`config.mk`:
```
export PLATFORM = sky130hd
export DESIGN_NAME = fc_sequencer_flat
export DESIGN_NICKNAME = d
export VERILOG_FILES = /design/src/rtl/fc_sequencer_if.sv /design/src/rtl/fc_sequencer.sv /design/src/flat_wrapper.sv
export SDC_FILE = /design/constraint.sdc
export NUM_CORES = 1
export LEC_CHECK = 0
export CAP_MARGIN = 0
export CELL_PAD_IN_SITES_DETAIL_PLACEMENT = 0
export CELL_PAD_IN_SITES_GLOBAL_PLACEMENT = 1
export CORE_MARGIN = 10
export CORE_UTILIZATION = 51
export CTS_CLUSTER_SIZE = 25
export DETAILED_ROUTE_END_ITERATION = 10
export PLACE_DENSITY_LB_ADDON = 0.05
export SLEW_MARGIN = 20
export SYNTH_ARGS = -nofsm -noshare
export SYNTH_HDL_FRONTEND = slang
export SYNTH_SLANG_ARGS = --single-unit
```
`constraint.sdc`:
```
create_clock -name clk -period 8.8 [get_ports clk]
set_input_delay 0.88 -clock clk [delete_from_list [all_inputs] [get_ports clk]]
set_output_delay 0.88 -clock clk [all_outputs]
set_load 0.02 [all_outputs]
```
`src/rtl/fc_sequencer_if.sv`:
```
// Bundle of the sequencer's feature, weight-memory and result signals.
//
// Valid semantics used throughout: fbit_valid, w_rd, res_valid and done are
// single-cycle qualifiers with no back-pressure. A qualified value is consumed
// at the rising edge that ends the cycle in which its qualifier is high.
// w_data answers w_rd exactly one cycle later. Nothing stalls.
interface fc_sequencer_if #(
    parameter int IN_N   = 64,
    parameter int WORD_W = 16,
    parameter int NCLS   = 10
);
    localparam int WPC = IN_N / WORD_W;
    localparam int TOT = NCLS * WPC;
    localparam int AW  = (TOT > 1) ? $clog2(TOT) : 1;

    logic                start;
    logic                fbit;
    logic                fbit_valid;
    logic                w_rd;
    logic [AW-1:0]       w_addr;
    logic [WORD_W-1:0]   w_data;
    logic                res_valid;
    logic [3:0]          res_class;
    logic signed [9:0]   res_score;
    logic [3:0]          class_idx;
    logic                done;
    logic                busy;
    logic                err_overrun;

    modport slave (
        input  start, fbit, fbit_valid, w_data,
        output w_rd, w_addr, res_valid, res_class, res_score,
               class_idx, done, busy, err_overrun
    );

    modport master (
        output start, fbit, fbit_valid, w_data,
        input  w_rd, w_addr, res_valid, res_class, res_score,
               class_idx, done, busy, err_overrun
    );
endinterface

```
`src/rtl/fc_sequencer.sv`:
```
// Binarized fully-connected layer sequencer: captures IN_N feature bits,
// streams NCLS*WPC weight words, scores every class with XNOR-popcount and
// reports the argmax class.
module fc_sequencer #(
    parameter int IN_N   = 64,
    parameter int WORD_W = 16,
    parameter int NCLS   = 10
) (
    input  logic            clk,
    input  logic            rstn,
    fc_sequencer_if.slave   bus,
    output logic [1:0]      state_dbg
);
    localparam int WPC = IN_N / WORD_W;
    localparam int TOT = NCLS * WPC;
    localparam int AW  = (TOT > 1) ? $clog2(TOT) : 1;
    localparam int IW  = (IN_N > 1) ? $clog2(IN_N) : 1;
    localparam int SW  = $clog2(IN_N + 1);
    localparam int RW  = $clog2(TOT + 1);
    localparam int KW  = (WPC > 1) ? $clog2(WPC) : 1;

    localparam logic [1:0] S_IDLE    = 2'd0;
    localparam logic [1:0] S_LOAD    = 2'd1;
    localparam logic [1:0] S_COMPUTE = 2'd2;
    localparam logic [1:0] S_FINISH  = 2'd3;

    logic [1:0]         state, state_nx;
    logic [IW-1:0]      fcnt;
    logic [IN_N-1:0]    fbuf;
    logic               err_r;
    logic [RW-1:0]      rd_cnt;
    logic [KW-1:0]      k_cnt;
    logic [3:0]         c_cnt;
    logic               d_vld;
    logic [KW-1:0]      d_k;
    logic [3:0]         d_c;
    logic [SW-1:0]      acc;
    logic               res_valid_r;
    logic [3:0]         res_class_r;
    logic signed [9:0]  res_score_r;
    logic signed [9:0]  best_score;
    logic [3:0]         best_idx;
    logic [3:0]         class_idx_r;

    logic               rd_active;
    logic               load_last;
    logic               last_res;
    logic               take_new;
    logic [3:0]         nxt_best_idx;
    logic [WORD_W-1:0]  fwords [WPC];
    logic [WORD_W-1:0]  fseg;
    logic [SW-1:0]      match_cnt;
    logic [SW-1:0]      sum;
    logic [15:0]        score_w;

    function automatic logic [SW-1:0] popcnt(input logic [WORD_W-1:0] v);
        logic [SW-1:0] n;
        n = '0;
        for (int i = 0; i < WORD_W; i++) n = n + SW'(v[i]);
        return n;
    endfunction

    // Feature buffer viewed as WPC words so word k lines up with weight word k.
    for (genvar g = 0; g < WPC; g++) begin : g_words
        assign fwords[g] = fbuf[g*WORD_W +: WORD_W];
    end

    // Datapath and control decodes.
    always_comb begin
        rd_active    = (state == S_COMPUTE) && (rd_cnt < RW'(TOT));
        load_last    = (state == S_LOAD) && bus.fbit_valid && (fcnt == IW'(IN_N - 1));
        last_res     = res_valid_r && (res_class_r == 4'(NCLS - 1));
        fseg         = fwords[d_k];
        match_cnt    = popcnt(~(bus.w_data ^ fseg));
        sum          = ((d_k == '0) ? '0 : acc) + match_cnt;
        score_w      = ({{(16-SW){1'b0}}, sum} << 1) - 16'(IN_N);
        // Class 0 always seeds the running best; later classes must beat it.
        take_new     = res_valid_r && ((res_class_r == 4'd0) || (res_score_r > best_score));
        nxt_best_idx = take_new ? res_class_r : best_idx;
    end

    // Next-state logic.
    always_comb begin
        state_nx = state;
        case (state)
            S_IDLE:    if (bus.start) state_nx = S_LOAD;
            S_LOAD:    if (load_last) state_nx = S_COMPUTE;
            S_COMPUTE: if (last_res)  state_nx = S_FINISH;
            default:   state_nx = S_IDLE;
        endcase
    end

    // State register.
    always_ff @(posedge clk or negedge rstn) begin
        if (!rstn) state <= S_IDLE;
        else       state <= state_nx;
    end

    // Feature capture and the sticky overrun flag for bits arriving outside LOAD.
    always_ff @(posedge clk or negedge rstn) begin
        if (!rstn) begin
            fcnt  <= '0;
            fbuf  <= '0;
            err_r <= 1'b0;
        end else if (state == S_IDLE && bus.start) begin
            fcnt  <= '0;
            err_r <= 1'b0;
        end else if (bus.fbit_valid) begin
            if (state == S_LOAD) begin
                fbuf[fcnt] <= bus.fbit;
                fcnt       <= fcnt + 1'b1;
            end else begin
                err_r <= 1'b1;
            end
        end
    end

    // Weight address generation: one word per cycle from the first COMPUTE cycle.
    always_ff @(posedge clk or negedge rstn) begin
        if (!rstn) begin
            rd_cnt <= '0;
            k_cnt  <= '0;
            c_cnt  <= '0;
        end else if (state != S_COMPUTE) begin
            rd_cnt <= '0;
            k_cnt  <= '0;
            c_cnt  <= '0;
        end else if (rd_active) begin
            rd_cnt <= rd_cnt + 1'b1;
            if (k_cnt == KW'(WPC - 1)) begin
                k_cnt <= '0;
                c_cnt <= c_cnt + 1'b1;
            end else begin
                k_cnt <= k_cnt + 1'b1;
            end
        end
    end

    // Delay the read tags by one cycle to line up with the returning w_data.
    always_ff @(posedge clk or negedge rstn) begin
        if (!rstn) begin
            d_vld <= 1'b0;
            d_k   <= '0;
            d_c   <= '0;
        end else begin
            d_vld <= rd_active;
            d_k   <= k_cnt;
            d_c   <= c_cnt;
        end
    end

    // Per-class accumulation; the last word of a class emits its score.
    always_ff @(posedge clk or negedge rstn) begin
        if (!rstn) begin
            acc         <= '0;
            res_valid_r <= 1'b0;
            res_class_r <= '0;
            res_score_r <= '0;
        end else begin
            res_valid_r <= 1'b0;
            if (d_vld) begin
                acc <= sum;
                if (d_k == KW'(WPC - 1)) begin
                    res_valid_r <= 1'b1;
                    res_class_r <= d_c;
                    res_score_r <= score_w[9:0];
                end
            end
        end
    end

    // Running argmax; the result is published when the last score has been seen.
    always_ff @(posedge clk or negedge rstn) begin
        if (!rstn) begin
            best_score  <= '0;
            best_idx    <= '0;
            class_idx_r <= '0;
        end else begin
            if (take_new) begin
                best_score <= res_score_r;
                best_idx   <= res_class_r;
            end
            if (state == S_COMPUTE && last_res) class_idx_r <= nxt_best_idx;
        end
    end

    assign bus.w_rd        = rd_active;
    assign bus.w_addr      = rd_cnt[AW-1:0];
    assign bus.res_valid   = res_valid_r;
    assign bus.res_class   = res_class_r;
    assign bus.res_score   = res_score_r;
    assign bus.class_idx   = class_idx_r;
    assign bus.done        = (state == S_FINISH);
    assign bus.busy        = (state == S_LOAD) || (state == S_COMPUTE);
    assign bus.err_overrun = err_r;
    assign state_dbg       = state;
endmodule
```
`src/flat_wrapper.sv`:
```
// flat-port wrapper written by rule: the top's interface ports become plain ports
module fc_sequencer_flat 
#(
    parameter int IN_N   = 64,
    parameter int WORD_W = 16,
    parameter int NCLS   = 10
)
  (clk, rstn, state_dbg, bus_start, bus_fbit, bus_fbit_valid, bus_w_data, bus_w_rd, bus_w_addr, bus_res_valid, bus_res_class, bus_res_score, bus_class_idx, bus_done, bus_busy, bus_err_overrun);
  fc_sequencer_if #(.IN_N(IN_N), .WORD_W(WORD_W), .NCLS(NCLS)) bus_i ();
  input  logic clk;
  input  logic rstn;
  output logic [1:0] state_dbg;
  input wire logic [$bits(bus_i.start)-1:0] bus_start;
  input wire logic [$bits(bus_i.fbit)-1:0] bus_fbit;
  input wire logic [$bits(bus_i.fbit_valid)-1:0] bus_fbit_valid;
  input wire logic [$bits(bus_i.w_data)-1:0] bus_w_data;
  output wire logic [$bits(bus_i.w_rd)-1:0] bus_w_rd;
  output wire logic [$bits(bus_i.w_addr)-1:0] bus_w_addr;
  output wire logic [$bits(bus_i.res_valid)-1:0] bus_res_valid;
  output wire logic [$bits(bus_i.res_class)-1:0] bus_res_class;
  output wire logic [$bits(bus_i.res_score)-1:0] bus_res_score;
  output wire logic [$bits(bus_i.class_idx)-1:0] bus_class_idx;
  output wire logic [$bits(bus_i.done)-1:0] bus_done;
  output wire logic [$bits(bus_i.busy)-1:0] bus_busy;
  output wire logic [$bits(bus_i.err_overrun)-1:0] bus_err_overrun;
  assign bus_i.start = bus_start;
  assign bus_i.fbit = bus_fbit;
  assign bus_i.fbit_valid = bus_fbit_valid;
  assign bus_i.w_data = bus_w_data;
  assign bus_w_rd = bus_i.w_rd;
  assign bus_w_addr = bus_i.w_addr;
  assign bus_res_valid = bus_i.res_valid;
  assign bus_res_class = bus_i.res_class;
  assign bus_res_score = bus_i.res_score;
  assign bus_class_idx = bus_i.class_idx;
  assign bus_done = bus_i.done;
  assign bus_busy = bus_i.busy;
  assign bus_err_overrun = bus_i.err_overrun;
  fc_sequencer #(.IN_N(IN_N), .WORD_W(WORD_W), .NCLS(NCLS)) u_core (.clk(clk), .rstn(rstn), .bus(bus_i), .state_dbg(state_dbg));
endmodule
```
# Word level (Yosys, flattened, before mapping)
# Cells that the tools add are included.
# word_totals
reg_bits,132
inputBits,21
output_inout_bits,31
word_cells,110
# classes
addsub,21
magnitude_cmp,5
eq_ne,12
n_mux,28
n_bitwise,4
n_reduce_logical,23
# op_table
cell,count
7-bit by 1-bit adder with 7-bit output,14
64-bit bitwise mux,1
16-bit binary-select mux with 2-bit select,1
16-bit two-way mux,2
6-bit two-way mux,5
4-bit two-way mux,4
16-bit NOT,1
16-bit bitwise XOR,1
"6-bit by 1-bit adder with 6-bit output, second input constant",2
2-bit two-way mux,6
10-bit greater-than comparator,1
"8-bit by 7-bit subtractor with 9-bit output, second input constant",1
"2-bit equality test, second input constant",4
1-bit logical AND,8
2-bit AND reduction,4
2-bit nonzero test,4
7-bit adder,1
"6-bit by 7-bit less-than comparator with 1-bit output, second input constant",1
7-bit two-way mux,1
1-bit demux with 6-bit select,1
"6-bit equality test, second input constant",1
"6-bit by 1-bit greater-or-equal comparator with 1-bit output, second input constant",1
"6-bit less-than comparator, second input constant",1
1-bit two-way mux,6
15 further kinds,21

# Longest topological paths before layout
# Gate-level depths: netlist (run 1).
# logic_depth
word_depth,23
ltp_mapped,20
depth_no_buf,19

# Least setup slack after synthesis (run 1)
# Ideal clock, no wire load.
# synth_path
path_kind,register to register
start,register u_core.d_k[0]
end,register u_core.res_score_r[8] (netlist: u_core.bus.res_score[8])
setup_ns,0.125
arrival_time_ns,5.356
required_time_ns,8.675
setup_slack_ns,3.319
path_stages_with_launch,19
n_path_buf,1
period_less_slack_ns,5.481
path_cell_list,dfrtp_1 -> buf_2 -> mux4_2 -> xnor2_1 -> ha_1 -> inv_1 -> fa_1 -> fa_1 -> fa_1 -> fa_1 -> inv_1 -> ha_1 -> fa_1 -> a211oi_1 -> o21bai_1 -> a21oi_1 -> xnor2_1 -> ha_1 -> mux2_2
# synth_between
elab_chain_cells,23
word_cells_on_any_way,27
classes_between,add/sub: 17; eq/ne: 1; mux: 4; bitwise: 3; reduce/logical: 2
# synth_lines
element,line,text
start: declaration,fc_sequencer.sv:35,logic [KW-1:0] d_k;
start signal: assignment,fc_sequencer.sv:147,d_k <= k_cnt;
2-bit NOT with 3-bit output (not written as such),fc_sequencer.sv:73,fseg = fwords[d_k];
16-bit binary-select mux with 2-bit select,fc_sequencer.sv:73,
16-bit two-way mux (not written as such) (2 in a row),fc_sequencer.sv:73,
16-bit bitwise XOR,fc_sequencer.sv:74,match_cnt = popcnt(~(bus.w_data ^ fseg));
16-bit NOT,fc_sequencer.sv:74,
1-bit by 1-bit adder with 2-bit output,fc_sequencer.sv:59,for (int i = 0; i < WORD_W; i++) n = n + SW'(v[i]);
7-bit by 1-bit adder with 7-bit output (14 in a row),fc_sequencer.sv:59,
7-bit adder *,fc_sequencer.sv:75,sum = ((d_k == '0) ? '0 : acc) + match_cnt;
8-bit by 7-bit subtractor with 9-bit output *,fc_sequencer.sv:76,"score_w = ({{(16-SW){1'b0}}, sum} << 1) - 16'(IN_N);"
named net u_core.score_w[8],fc_sequencer.sv:54,logic [15:0] score_w;
end signal: assignment,fc_sequencer.sv:166,res_score_r <= score_w[9:0];
end: declaration,fc_sequencer.sv:40,logic signed [9:0] res_score_r;
# The timed path passes the listed nets; every way through them passes the cells marked *. The select of a mux whose other input is x is not followed.
# A chain may end at the register's enable or synchronous reset.

# Final worst setup path (run 1)
# layout_path
start,register u_core.d_k[1]
end,register u_core.res_score_r[8] (netlist: u_core.bus.res_score[8])
# The elaborated chain is that of the path after synthesis.

==> results.sh, run 1 <==
export IMPL_maxCapViolCount=0
export IMPL_outcome="finished, final reports clean"
export IMPL_core_um2=13200
export IMPL_multi_input_comb_area_um2=3420
export IMPL_crit_fanout=21
export IMPL_routed_via_count=4407
export IMPL_worst_slew_pin_transition_ps=932
export IMPL_routabilityCongestion=0.793
export IMPL_antenna_found_initial=0
export IMPL_power_share_combinational_pct=43.1
export IMPL_die_width_um=136
export IMPL_clock_skew_ps=6.40
export IMPL_clk_path_buf_depth=2
export IMPL_internal_mw=1.70
export IMPL_die_h_um=136
export IMPL_synth_compound_area_share_pct=4.28
export IMPL_max_freq_mhz=169
export IMPL_post_cts_resized_instances=0
export IMPL_drc=0
export IMPL_share_of_synthesized_flip_flops_with_an_asynchronous_set_or_reset_pct=100
export IMPL_initial_utilization_pct=51.9
export IMPL_num_nets_final=702
export IMPL_synth_simple_gate_area_share_pct=11.2
export IMPL_synth_adder_area_share_pct=9.39
export IMPL_diodes_inserted=0
export IMPL_yosysSeqAreaShare_pct=46.6
export IMPL_areaGrowthSynthToFinish_pct=18.7
export IMPL_setup_worst_path_class="reg2reg"
export IMPL_clock_buffer_count_from_cts=17
export IMPL_report_final_slew_viol_count=0
export IMPL_yosys_cell_types_count=49
export IMPL_firstDrtPassIters=4
export IMPL_end_kind="register"
export IMPL_cellLeakagePower_nw=3.78
export IMPL_pin_count=52
export IMPL_p_seq_share_pct=28.0
export IMPL_first_global_vias=4607
export IMPL_switching_share_pct=36.8
export IMPL_synth_top_family_by_area="multiplexers"
export IMPL_top_area_cell_type_share_of_the_netlist_area_pct=46.6
export IMPL_synth_xor_area_share_pct=3.95
export IMPL_synth_seq_cells=128
export IMPL_worst_ir_drop_vdd_mv=0.307
export IMPL_antenna_violating_nets_post_route=0
export IMPL_ys_top_cells_by_area="sky130_fd_sc_hd__dfrtp_1, sky130_fd_sc_hd__mux2_2, sky130_fd_sc_hd__ha_1"
export IMPL_route_detailed_vias_per_inst=5.34
export IMPL_grt_start_max_net_pins=65
export IMPL_total_switching_power_mw=0.989
export IMPL_die_area_um2=18500
export IMPL_gate_count_post_synth=590
export IMPL_grt_overflow=0
export IMPL_sequential_cell_area_um2=3200
export IMPL_critPathArrivalTime_ps=6220
export IMPL_postPlaceCellArea_um2=7500
export IMPL_grt_first_pass_wirelength_um=24400
export IMPL_ys_warn_count=0
export IMPL_ys_dominant_reg_cell="sky130_fd_sc_hd__dfrtp_1"
export IMPL_rows=42
export IMPL_cts_htree_levels=4
export IMPL_mux_share_of_post_synthesis_cell_area_pct=20.9
export IMPL_stdcell_area_um2=8160
export IMPL_post_synthesis_cell_type_with_the_largest_combined_area="sky130_fd_sc_hd__dfrtp_1"
export IMPL_synth_edf_count=0
export IMPL_cts_post_setup_buffers_inserted=0
export IMPL_overall_track_demand_over_capacity_in_global_routing_pct=16.8
export IMPL_post_route_period_util_pct=67.4
export IMPL_cts_sink_count=128
export IMPL_rsz0062_at_grt="no"
export IMPL_postSynthAreaPerCell_um2=11.6
export IMPL_power_density_cell_area_nw_per_um2=329
export IMPL_cp_start_kind="register"
export IMPL_post_cts_hold_buffer_count=0
export IMPL_mappedNetlistNets=656
export IMPL_filler_cell_count=1122
export IMPL_tritoncts_clock_tree="built"
export IMPL_place_hpwl_um=10100
export IMPL_finalSetupViolCount=0
export IMPL_clock_root_buffer="sky130_fd_sc_hd__clkbuf_16"
export IMPL_hp_class="reg2reg"
export IMPL_io_buffers=50
export IMPL_drive_above_1_share_pct=23.0
export IMPL_clock_transition_at_path_regs_ps=60
export IMPL_syn_cell_area_um2=6870
export IMPL_setup_tns_ps=0
export IMPL_timing_critical_path_required_ps=9090
export IMPL_final_period_minus_worst_setup_slack_ps=5930
export IMPL_number_of_violations_reported_at_the_end_of_detailed_routing_iteration_0=218
export IMPL_clock_power_share_pct=28.9
export IMPL_insertion_delay_ps=420
export IMPL_timing_hold_violations_final=0
export IMPL_max_slew_margin_rel_pct=37.9
export IMPL_routed_wire_length_per_instance_um=17.3
export IMPL_postRouteWirelength_um=14300
## cell type report
class | count | area share, %
multi-input cells | 401 | 41.9
flip-flops and latches | 128 | 39.3
repair buffers | 54 | 6.47
clock buffers | 17 | 5.22
clock inverters | 15 | 2.85
well taps | 176 | 2.70
inverters | 34 | 1.56
## power groups by stage
stage	Combinational, mW	Clock [mW]	Sequential (mW)
after detailed placement	1.17	0	0.762
after global placement	1.16	0	0.760
after global routing	1.33	0.822	0.767
final	1.16	0.777	0.752
after floorplan	0.847	0	0.756
after CTS	1.18	0.792	0.754
## per-stage QoR
step | hold WS [ps] | utilization (%) | worst slack, ps | power [mW] | instances
global placement | 374 | 56.6 | 2920 | 1.92 | 793
CTS | 423 | 61.6 | 2820 | 2.72 | 825
floorplan | 362 | - | 3320 | 1.60 | 590
global route | 422 | 61.6 | 2540 | 2.92 | 825
finish | 409 | 61.6 | 2870 | 2.69 | 825
detailed placement | 405 | 56.6 | 2860 | 1.93 | 793
## critical path, stage by stage (launching register included)
cell                       delay, ps
sky130_fd_sc_hd__dfrtp_1         950
sky130_fd_sc_hd__mux4_2          420
sky130_fd_sc_hd__xnor2_1         140
sky130_fd_sc_hd__ha_1            270
sky130_fd_sc_hd__inv_1            60
sky130_fd_sc_hd__fa_1            500
sky130_fd_sc_hd__fa_1            510
sky130_fd_sc_hd__fa_1            520
sky130_fd_sc_hd__fa_1            540
sky130_fd_sc_hd__inv_1            40
sky130_fd_sc_hd__ha_1            220
sky130_fd_sc_hd__fa_1            430
sky130_fd_sc_hd__a211oi_1        260
sky130_fd_sc_hd__o21bai_1        100
sky130_fd_sc_hd__a21oi_1         270
sky130_fd_sc_hd__xnor2_1         110
sky130_fd_sc_hd__ha_1            190
sky130_fd_sc_hd__mux2_2          260
## cells by family after synthesis
group,count (synthesis)
other,1
flip-flops,128
buffers and inverters,61
AND/OR/NAND/NOR,169
XOR/XNOR,31
adder cells (fa/ha/maj),45
multiplexers,109
AO/OA/AOI/OAI,46
## sequential cells by signal (all words and copies together), names as in the netlist, 6 cells and up
signal                count
u_core.fbuf              64
u_core.bus.w_addr         6
u_core.acc                7
u_core.best_score         8
u_core.fcnt               6
u_core.bus.res_score      8
## routing by layer
layer  GRT usage (%)  vias to the layer above  share of wire, %
li1                -                     2106                 -
met1            22.0                     2225                47
met2            27.0                       66                48
met3            4.21                       10               3.6
met4            4.97                        0               1.0
met5               0                        -                 0
## cell usage after synthesis, drive strengths merged (2+ instances only)
master,n
nand3,13
o22ai,2
nor4,2
xor2,18
a21o,3
clkbuf,20
or3,4
nor2b,8
nor3b,3
xnor2,13
ha,34
buf,7
mux2i,5
a211oi,2
nand3b,3
nor3,5
o21bai,2
mux2,88
and2,4
o21ai,13
nor2,77
inv,34
nand4,3
o31ai,3
a21oi,16
nand2,42
dfrtp,128
mux4,16
fa,11
## worst paths after layout
path	start	endpoint	slack, ps	cells past startpoint
worst max-delay path	u_core.d_k[1]$_DFF_PN0_	u_core.bus.res_score[8]$_DFFE_PN0P_	2870	17
worst min-delay path	u_core.c_cnt[3]$_DFFE_PN0P_	u_core.d_c[3]$_DFF_PN0_	410	0
worst max register to register	u_core.d_k[1]$_DFF_PN0_	u_core.bus.res_score[8]$_DFFE_PN0P_	2870	17
worst min register to register	u_core.c_cnt[3]$_DFFE_PN0P_	u_core.d_c[3]$_DFF_PN0_	410	0
max in group asynchronous	rstn	u_core.fbuf[18]$_DFFE_PN0P_	7320	2
min in group asynchronous	rstn	u_core.best_idx[0]$_DFF_PN0_	440	1
## cells in the final DEF (no fill, tap or decap), drive strengths merged, types with 2 or more instances in the layout
| cell | instances |
|---|---|
| dfrtp | 128 |
| mux2 | 88 |
| nor2 | 77 |
| clkdlybuf4s50 | 49 |
| nand2 | 42 |
| inv | 36 |
| ha | 34 |
| xor2 | 18 |
| clkbuf | 17 |
| mux4 | 16 |
| a21oi | 16 |
| xnor2 | 13 |
| nand3 | 13 |
| o21ai | 13 |
| fa | 11 |
| nor2b | 8 |
| mux2i | 5 |
| bufinv | 5 |
| buf | 5 |
| nor3 | 5 |
| or3 | 4 |
| and2 | 4 |
| clkinv | 4 |
| clkinvlp | 4 |
| nand3b | 3 |
| nand4 | 3 |
| a21o | 3 |
| o31ai | 3 |
| nor3b | 3 |
| a211oi | 2 |
| o21bai | 2 |
| o22ai | 2 |
| nor4 | 2 |
Power figures use the tool's default switching activity.
==> run 2: changes to the inputs <==
--- a/config.mk
+++ b/config.mk
@@ -9,7 +9,7 @@
 export CELL_PAD_IN_SITES_DETAIL_PLACEMENT = 0
 export CELL_PAD_IN_SITES_GLOBAL_PLACEMENT = 1
 export CORE_MARGIN = 10
-export CORE_UTILIZATION = 51
+export CORE_UTILIZATION = 48
 export CTS_CLUSTER_SIZE = 25
 export DETAILED_ROUTE_END_ITERATION = 10
 export PLACE_DENSITY_LB_ADDON = 0.05
==> constraint.sdc (replaced) <==
create_clock -name clk -period 6.2 [get_ports clk]
set_input_delay 0.62 -clock clk [delete_from_list [all_inputs] [get_ports clk]]
set_output_delay 0.62 -clock clk [all_outputs]
set_load 0.02 [all_outputs]
==> results.sh, run 2 (synthesis gave the netlist of run 1 again) <==
export IMPL_number_of_violations_reported_at_the_end_of_detailed_routing_iteration_0=264
export IMPL_antenna_violating_nets_post_route=0
export IMPL_cts_htree_levels=4
export IMPL_areaGrowthSynthToFinish_pct=18.5
export IMPL_route_detailed_vias_per_inst=5.36
export IMPL_largest_register_ffs=64
export IMPL_post_cts_resized_instances=0
export IMPL_post_cts_hold_buffer_count=0
export IMPL_insertion_delay_ps=410
export IMPL_final_period_minus_worst_setup_slack_ps=5600
export IMPL_die_area_um2=19500
export IMPL_firstDrtPassIters=4
export IMPL_antenna_found_initial=0
export IMPL_registers_top_by_ff_count="u_core.fbuf"
export IMPL_outcome="finished, final reports clean"
export IMPL_drive_above_1_share_pct=22.8
export IMPL_post_layout_nonfiller_instances=829
export IMPL_io_buffers=50
export IMPL_overall_track_demand_over_capacity_in_global_routing_pct=15.3
export IMPL_critPathArrivalTime_ps=5890
export IMPL_final_common_cell="sky130_fd_sc_hd__dfrtp_1"
export IMPL_grt_start_max_net_pins=83
export IMPL_grt_first_pass_wirelength_um=24400
export IMPL_postRouteWirelength_um=14500
export IMPL_place_hpwl_um=10300
export IMPL_core_um2=13900
export IMPL_rows=43
export IMPL_cts_sink_count=128
export IMPL_drc=0
export IMPL_first_global_vias=4684
export IMPL_end_kind="register"
export IMPL_max_freq_mhz=179
export IMPL_setup_worst_path_class="reg2reg"
export IMPL_num_nets_final=703
export IMPL_cellLeakagePower_nw=3.79
export IMPL_cp_start_kind="register"
export IMPL_routed_wire_length_per_instance_um=17.5
export IMPL_timing_hold_violations_final=0
export IMPL_report_final_slew_viol_count=0
export IMPL_maxCapViolCount=0
export IMPL_initial_utilization_pct=49.3
export IMPL_hold_slack_ps=247
export IMPL_clock_root_buffer="sky130_fd_sc_hd__clkbuf_16"
export IMPL_diodes_inserted=0
export IMPL_setup_slack_ps=603
export IMPL_layout_cells_most_common_list="sky130_fd_sc_hd__dfrtp_1, sky130_fd_sc_hd__mux2_2, sky130_fd_sc_hd__nor2_1, sky130_fd_sc_hd__clkdlybuf4s50_1, sky130_fd_sc_hd__nand2_1"
export IMPL_routabilityCongestion=0.772
export IMPL_die_h_um=140
export IMPL_power_density_cell_area_nw_per_um2=472
export IMPL_pin_count=52
export IMPL_routed_via_count=4447
export IMPL_rsz0062_at_grt="no"
export IMPL_clock_transition_at_path_regs_ps=60
export IMPL_cts_post_setup_buffers_inserted=0
export IMPL_worst_slew_pin_transition_ps=817
export IMPL_grt_overflow=0
export IMPL_crit_fanout=11
export IMPL_post_route_period_util_pct=90.3
export IMPL_clock_buffer_count_from_cts=17
export IMPL_timing_critical_path_required_ps=6500
export IMPL_hp_class="in2async"
export IMPL_max_slew_margin_rel_pct=45.1
export IMPL_finalSetupViolCount=0
export IMPL_worst_ir_drop_vdd_mv=0.291
export IMPL_clk_path_buf_depth=2
export IMPL_filler_cell_count=1168
export IMPL_dpl_cell_count=798
export IMPL_detailedPlace_worstSlack_ps=484
export IMPL_clock_skew_ps=10.7
export IMPL_setup_tns_ps=0
export IMPL_multi_input_comb_area_um2=3420
export IMPL_total_power_mw=3.84
export IMPL_die_width_um=140
export IMPL_tritoncts_clock_tree="built"
export IMPL_sequential_cell_area_um2=3200
## run 2: worst max-delay path, cell delays in order, from the launching register on
cell	delay (ps)
sky130_fd_sc_hd__dfrtp_1	630
sky130_fd_sc_hd__mux4_2	390
sky130_fd_sc_hd__xnor2_1	140
sky130_fd_sc_hd__ha_1	280
sky130_fd_sc_hd__inv_1	60
sky130_fd_sc_hd__fa_1	510
sky130_fd_sc_hd__fa_1	530
sky130_fd_sc_hd__fa_1	520
sky130_fd_sc_hd__fa_1	550
sky130_fd_sc_hd__inv_1	40
sky130_fd_sc_hd__ha_1	220
sky130_fd_sc_hd__fa_1	440
sky130_fd_sc_hd__a211oi_1	260
sky130_fd_sc_hd__o21bai_1	100
sky130_fd_sc_hd__a21oi_1	280
sky130_fd_sc_hd__xnor2_1	110
sky130_fd_sc_hd__ha_1	180
sky130_fd_sc_hd__mux2_2	250
## run 2: final cells by class
type / count / share of cell area, %
Clock buffer: 21 / 5.78
Clock inverter: 10 / 1.95
Inverter: 34 / 1.57
Multi-Input combinational cell: 401 / 42.0
Sequential cell: 128 / 39.3
Tap cell: 180 / 2.77
Timing Repair Buffer: 55 / 6.62
## run 2: final timing paths
path                                              from                                   to  slack [ps]  cells past startpoint
max in group asynchronous                         rstn          u_core.fbuf[57]$_DFFE_PN0P_        4860                      2
max reg2reg                    u_core.d_k[1]$_DFF_PN0_  u_core.bus.res_score[8]$_DFFE_PN0P_         600                     17
min reg2reg                u_core.c_cnt[3]$_DFFE_PN0P_              u_core.d_c[3]$_DFF_PN0_         400                      0
min in group clk           u_core.c_cnt[3]$_DFFE_PN0P_              u_core.d_c[3]$_DFF_PN0_         400                      0
min                                               rstn  u_core.bus.res_score[4]$_DFFE_PN0P_         250                      1
max                            u_core.d_k[1]$_DFF_PN0_  u_core.bus.res_score[8]$_DFFE_PN0P_         600                     17
## run 2: power breakdown
part           internal [mW]  switching [mW]  leakage (nW)
registers              0.949           0.110          1.73
logic                  0.772           0.955          1.75
clock network          0.701           0.357         0.305
total                   2.42            1.42          3.79
## run 2: per-stage QoR
stage                     utilization [%]  area [um^2]
final                                58.4         8140
after CTS                            58.4         8140
after global routing                 58.4         8140
after floorplan                         -         6870
after detailed placement             53.9         7510
after global placement               53.9         7510
## run 2: layer usage
metal / GRT usage (%) / up-vias / part of all wire, %
met3: 3.71 / 12 / 3.4
met2: 23.8 / 65 / 47
met5: 0 / - / 0
met1: 20.6 / 2257 / 48
li1: - / 2113 / -
met4: 5.05 / 0 / 1.1
==> run 3: changes to the inputs <==
--- a/config.mk
+++ b/config.mk
@@ -8,6 +8,7 @@
 export CAP_MARGIN = 0
 export CELL_PAD_IN_SITES_DETAIL_PLACEMENT = 0
 export CELL_PAD_IN_SITES_GLOBAL_PLACEMENT = 1
+export CORE_ASPECT_RATIO = 1.5
 export CORE_MARGIN = 10
 export CORE_UTILIZATION = 48
 export CTS_CLUSTER_SIZE = 25
==> results.sh, run 3 (synthesis gave the netlist of run 1 again) <==
export IMPL_critical_path_top_delay_family="adder cells"
export IMPL_insertion_delay_ps=420
export IMPL_critical_path_n_buffers_inverters=2
export IMPL_clock_skew_ps=8.13
export IMPL_antenna_violating_nets_post_route=0
export IMPL_pin_count=52
export IMPL_cts_sink_count=128
export IMPL_registers_top_by_ff_count="u_core.fbuf"
export IMPL_die_h_um=167
export IMPL_num_nets_final=703
export IMPL_timing_hold_violations_final=0
export IMPL_finalSetupViolCount=0
export IMPL_critPathLaunch="u_core.d_k[0]$_DFF_PN0_"
export IMPL_cellLeakagePower_nw=3.76
export IMPL_routed_via_count=4362
export IMPL_drive_above_1_share_pct=22.1
export IMPL_postRouteWirelength_um=14700
export IMPL_routed_wire_length_per_instance_um=17.5
export IMPL_place_hpwl_um=10800
export IMPL_cpMaxStageDelayCell="sky130_fd_sc_hd__fa_1"
export IMPL_worst_slew_pin_transition_ps=789
export IMPL_first_global_vias=4696
export IMPL_layout_cells_most_common_list="sky130_fd_sc_hd__dfrtp_1, sky130_fd_sc_hd__mux2_2, sky130_fd_sc_hd__nor2_1, sky130_fd_sc_hd__clkdlybuf4s50_1, sky130_fd_sc_hd__nand2_1"
export IMPL_r2r_start="u_core.d_k[0]$_DFF_PN0_"
export IMPL_crit_fanout=19
export IMPL_drc=0
export IMPL_chain_of_cells_forming_the_critical_path="buf_4 > mux4_2 > xor2_1 > fa_1 > fa_1 > fa_1 > fa_1 > inv_1 > ha_1 > fa_1 > a211oi_1 > o21bai_1 > a21oi_1 > xnor2_1 > ha_1 > mux2_2"
export IMPL_report_final_slew_viol_count=0
export IMPL_post_cts_hold_buffer_count=0
export IMPL_clock_buffer_count_from_cts=17
export IMPL_max_freq_mhz=178
export IMPL_diodes_inserted=0
export IMPL_antenna_found_initial=0
export IMPL_timing_critical_path_required_ps=6500
export IMPL_switching_share_pct=37.1
export IMPL_critPathArrivalTime_ps=5920
export IMPL_internal_mw=2.31
export IMPL_reg2regPathDepth=16
export IMPL_total_switching_power_mw=1.36
export IMPL_final_period_minus_worst_setup_slack_ps=5620
export IMPL_clock_power_share_pct=25.8
export IMPL_areaGrowthSynthToFinish_pct=17.6
export IMPL_initial_utilization_pct=48.9
export IMPL_routabilityCongestion=0.775
export IMPL_power_share_combinational_pct=45.6
export IMPL_overall_track_demand_over_capacity_in_global_routing_pct=15.6
export IMPL_cts_post_setup_buffers_inserted=0
export IMPL_die_width_um=118
export IMPL_p_seq_share_pct=28.7
export IMPL_cts_htree_levels=4
export IMPL_number_of_stages_on_the_worst_setup_path=16
export IMPL_outcome="finished, final reports clean"
export IMPL_critical_path_top_cell_by_count="sky130_fd_sc_hd__fa_1"
export IMPL_grt_overflow=0
export IMPL_grt_start_max_net_pins=81
export IMPL_max_stage_delay_ps=610
export IMPL_clock_transition_at_path_regs_ps=50
export IMPL_post_cts_resized_instances=0
export IMPL_firstDrtPassIters=4
export IMPL_core_um2=14100
export IMPL_clock_root_buffer="sky130_fd_sc_hd__clkbuf_16"
export IMPL_cp_start_kind="register"
export IMPL_max_slew_margin_rel_pct=47.0
export IMPL_rsz0062_at_grt="no"
export IMPL_hp_class="in2async"
export IMPL_setup_tns_ps=0
export IMPL_end_kind="register"
export IMPL_power_density_cell_area_nw_per_um2=454
export IMPL_largest_register_ffs=64
export IMPL_maxCapViolCount=0
export IMPL_post_route_period_util_pct=90.7
export IMPL_tritoncts_clock_tree="built"
export IMPL_clk_path_buf_depth=2
export IMPL_route_detailed_vias_per_inst=5.19
export IMPL_total_power_mw=3.67
export IMPL_setup_worst_path_class="reg2reg"
export IMPL_worst_ir_drop_vdd_mv=0.360
export IMPL_die_area_um2=19600
export IMPL_setup_slack_ps=580
export IMPL_io_buffers=50
export IMPL_grt_first_pass_wirelength_um=24400
export IMPL_rows=53
export IMPL_final_common_cell="sky130_fd_sc_hd__dfrtp_1"
export IMPL_detailedPlace_worstSlack_ps=538
export IMPL_number_of_violations_reported_at_the_end_of_detailed_routing_iteration_0=199
==> run 3: power groups by stage <==
stage	Clock (mW)	Sequential [mW]	Combinational, mW
after floorplan	0	1.07	1.20
after global placement	0	1.06	1.69
after detailed placement	0	1.07	1.70
after CTS	0.969	1.05	1.71
after global routing	1.01	1.07	1.91
final	0.945	1.05	1.67
==> run 3: area by class of cell <==
cell class | count | area, um^2
clock inverter | 6 | 83.8
inverter | 34 | 128
fill | 1249 | 5970
multi-input combinational | 401 | 3420
timing repair buffer | 55 | 539
sequential | 128 | 3200
clock buffer | 24 | 472
tap | 192 | 240
==> run 3: path summary, 6_finish.rpt <==
| kind | to | slack (ps) |
|---|---|---|
| max | u_core.bus.res_score[8]$_DFFE_PN0P_ | 580 |
| min | u_core.bus.class_idx[3]$_DFFE_PN0P_ | 230 |
| max reg2reg | u_core.bus.res_score[8]$_DFFE_PN0P_ | 580 |
| min reg2reg | u_core.d_c[3]$_DFF_PN0_ | 400 |
| max in group asynchronous | u_core.fbuf[24]$_DFFE_PN0P_ | 4800 |
| min in group clk | u_core.d_c[3]$_DFF_PN0_ | 400 |
==> run 3: metal layers <==
| metal | wire (um) | global-route usage (%) | part of all wire, % |
|---|---|---|---|
| met2 | 8100 | 28.5 | 55 |
| met1 | 5810 | 16.6 | 40 |
| met3 | 443 | 3.69 | 3.0 |
| met4 | 335 | 6.69 | 2.3 |
| met5 | 0 | 0 | 0 |
==> run 3: worst register-to-register path, stage by stage (launching register included) <==
cell,delay [ps]
sky130_fd_sc_hd__dfrtp_1,400
sky130_fd_sc_hd__buf_4,360
sky130_fd_sc_hd__mux4_2,580
sky130_fd_sc_hd__xor2_1,210
sky130_fd_sc_hd__fa_1,470
sky130_fd_sc_hd__fa_1,610
sky130_fd_sc_hd__fa_1,470
sky130_fd_sc_hd__fa_1,550
sky130_fd_sc_hd__inv_1,40
sky130_fd_sc_hd__ha_1,230
sky130_fd_sc_hd__fa_1,430
sky130_fd_sc_hd__a211oi_1,250
sky130_fd_sc_hd__o21bai_1,100
sky130_fd_sc_hd__a21oi_1,280
sky130_fd_sc_hd__xnor2_1,110
sky130_fd_sc_hd__ha_1,180
sky130_fd_sc_hd__mux2_2,260
==> run 3: per-stage QoR <==
| stage | std cells | utilization (%) | area (um^2) | hold slack (ps) |
|---|---|---|---|---|
| 2_1_floorplan | 590 | - | 6870 | 324 |
| 3_3_place_gp | 810 | 53.5 | 7530 | 377 |
| 3_5_place_dp | 810 | 53.5 | 7530 | 388 |
| 4_1_cts | 840 | 57.5 | 8080 | 400 |
| 5_1_grt | 840 | 57.5 | 8090 | 307 |
| 6_report | 840 | 57.5 | 8090 | 231 |
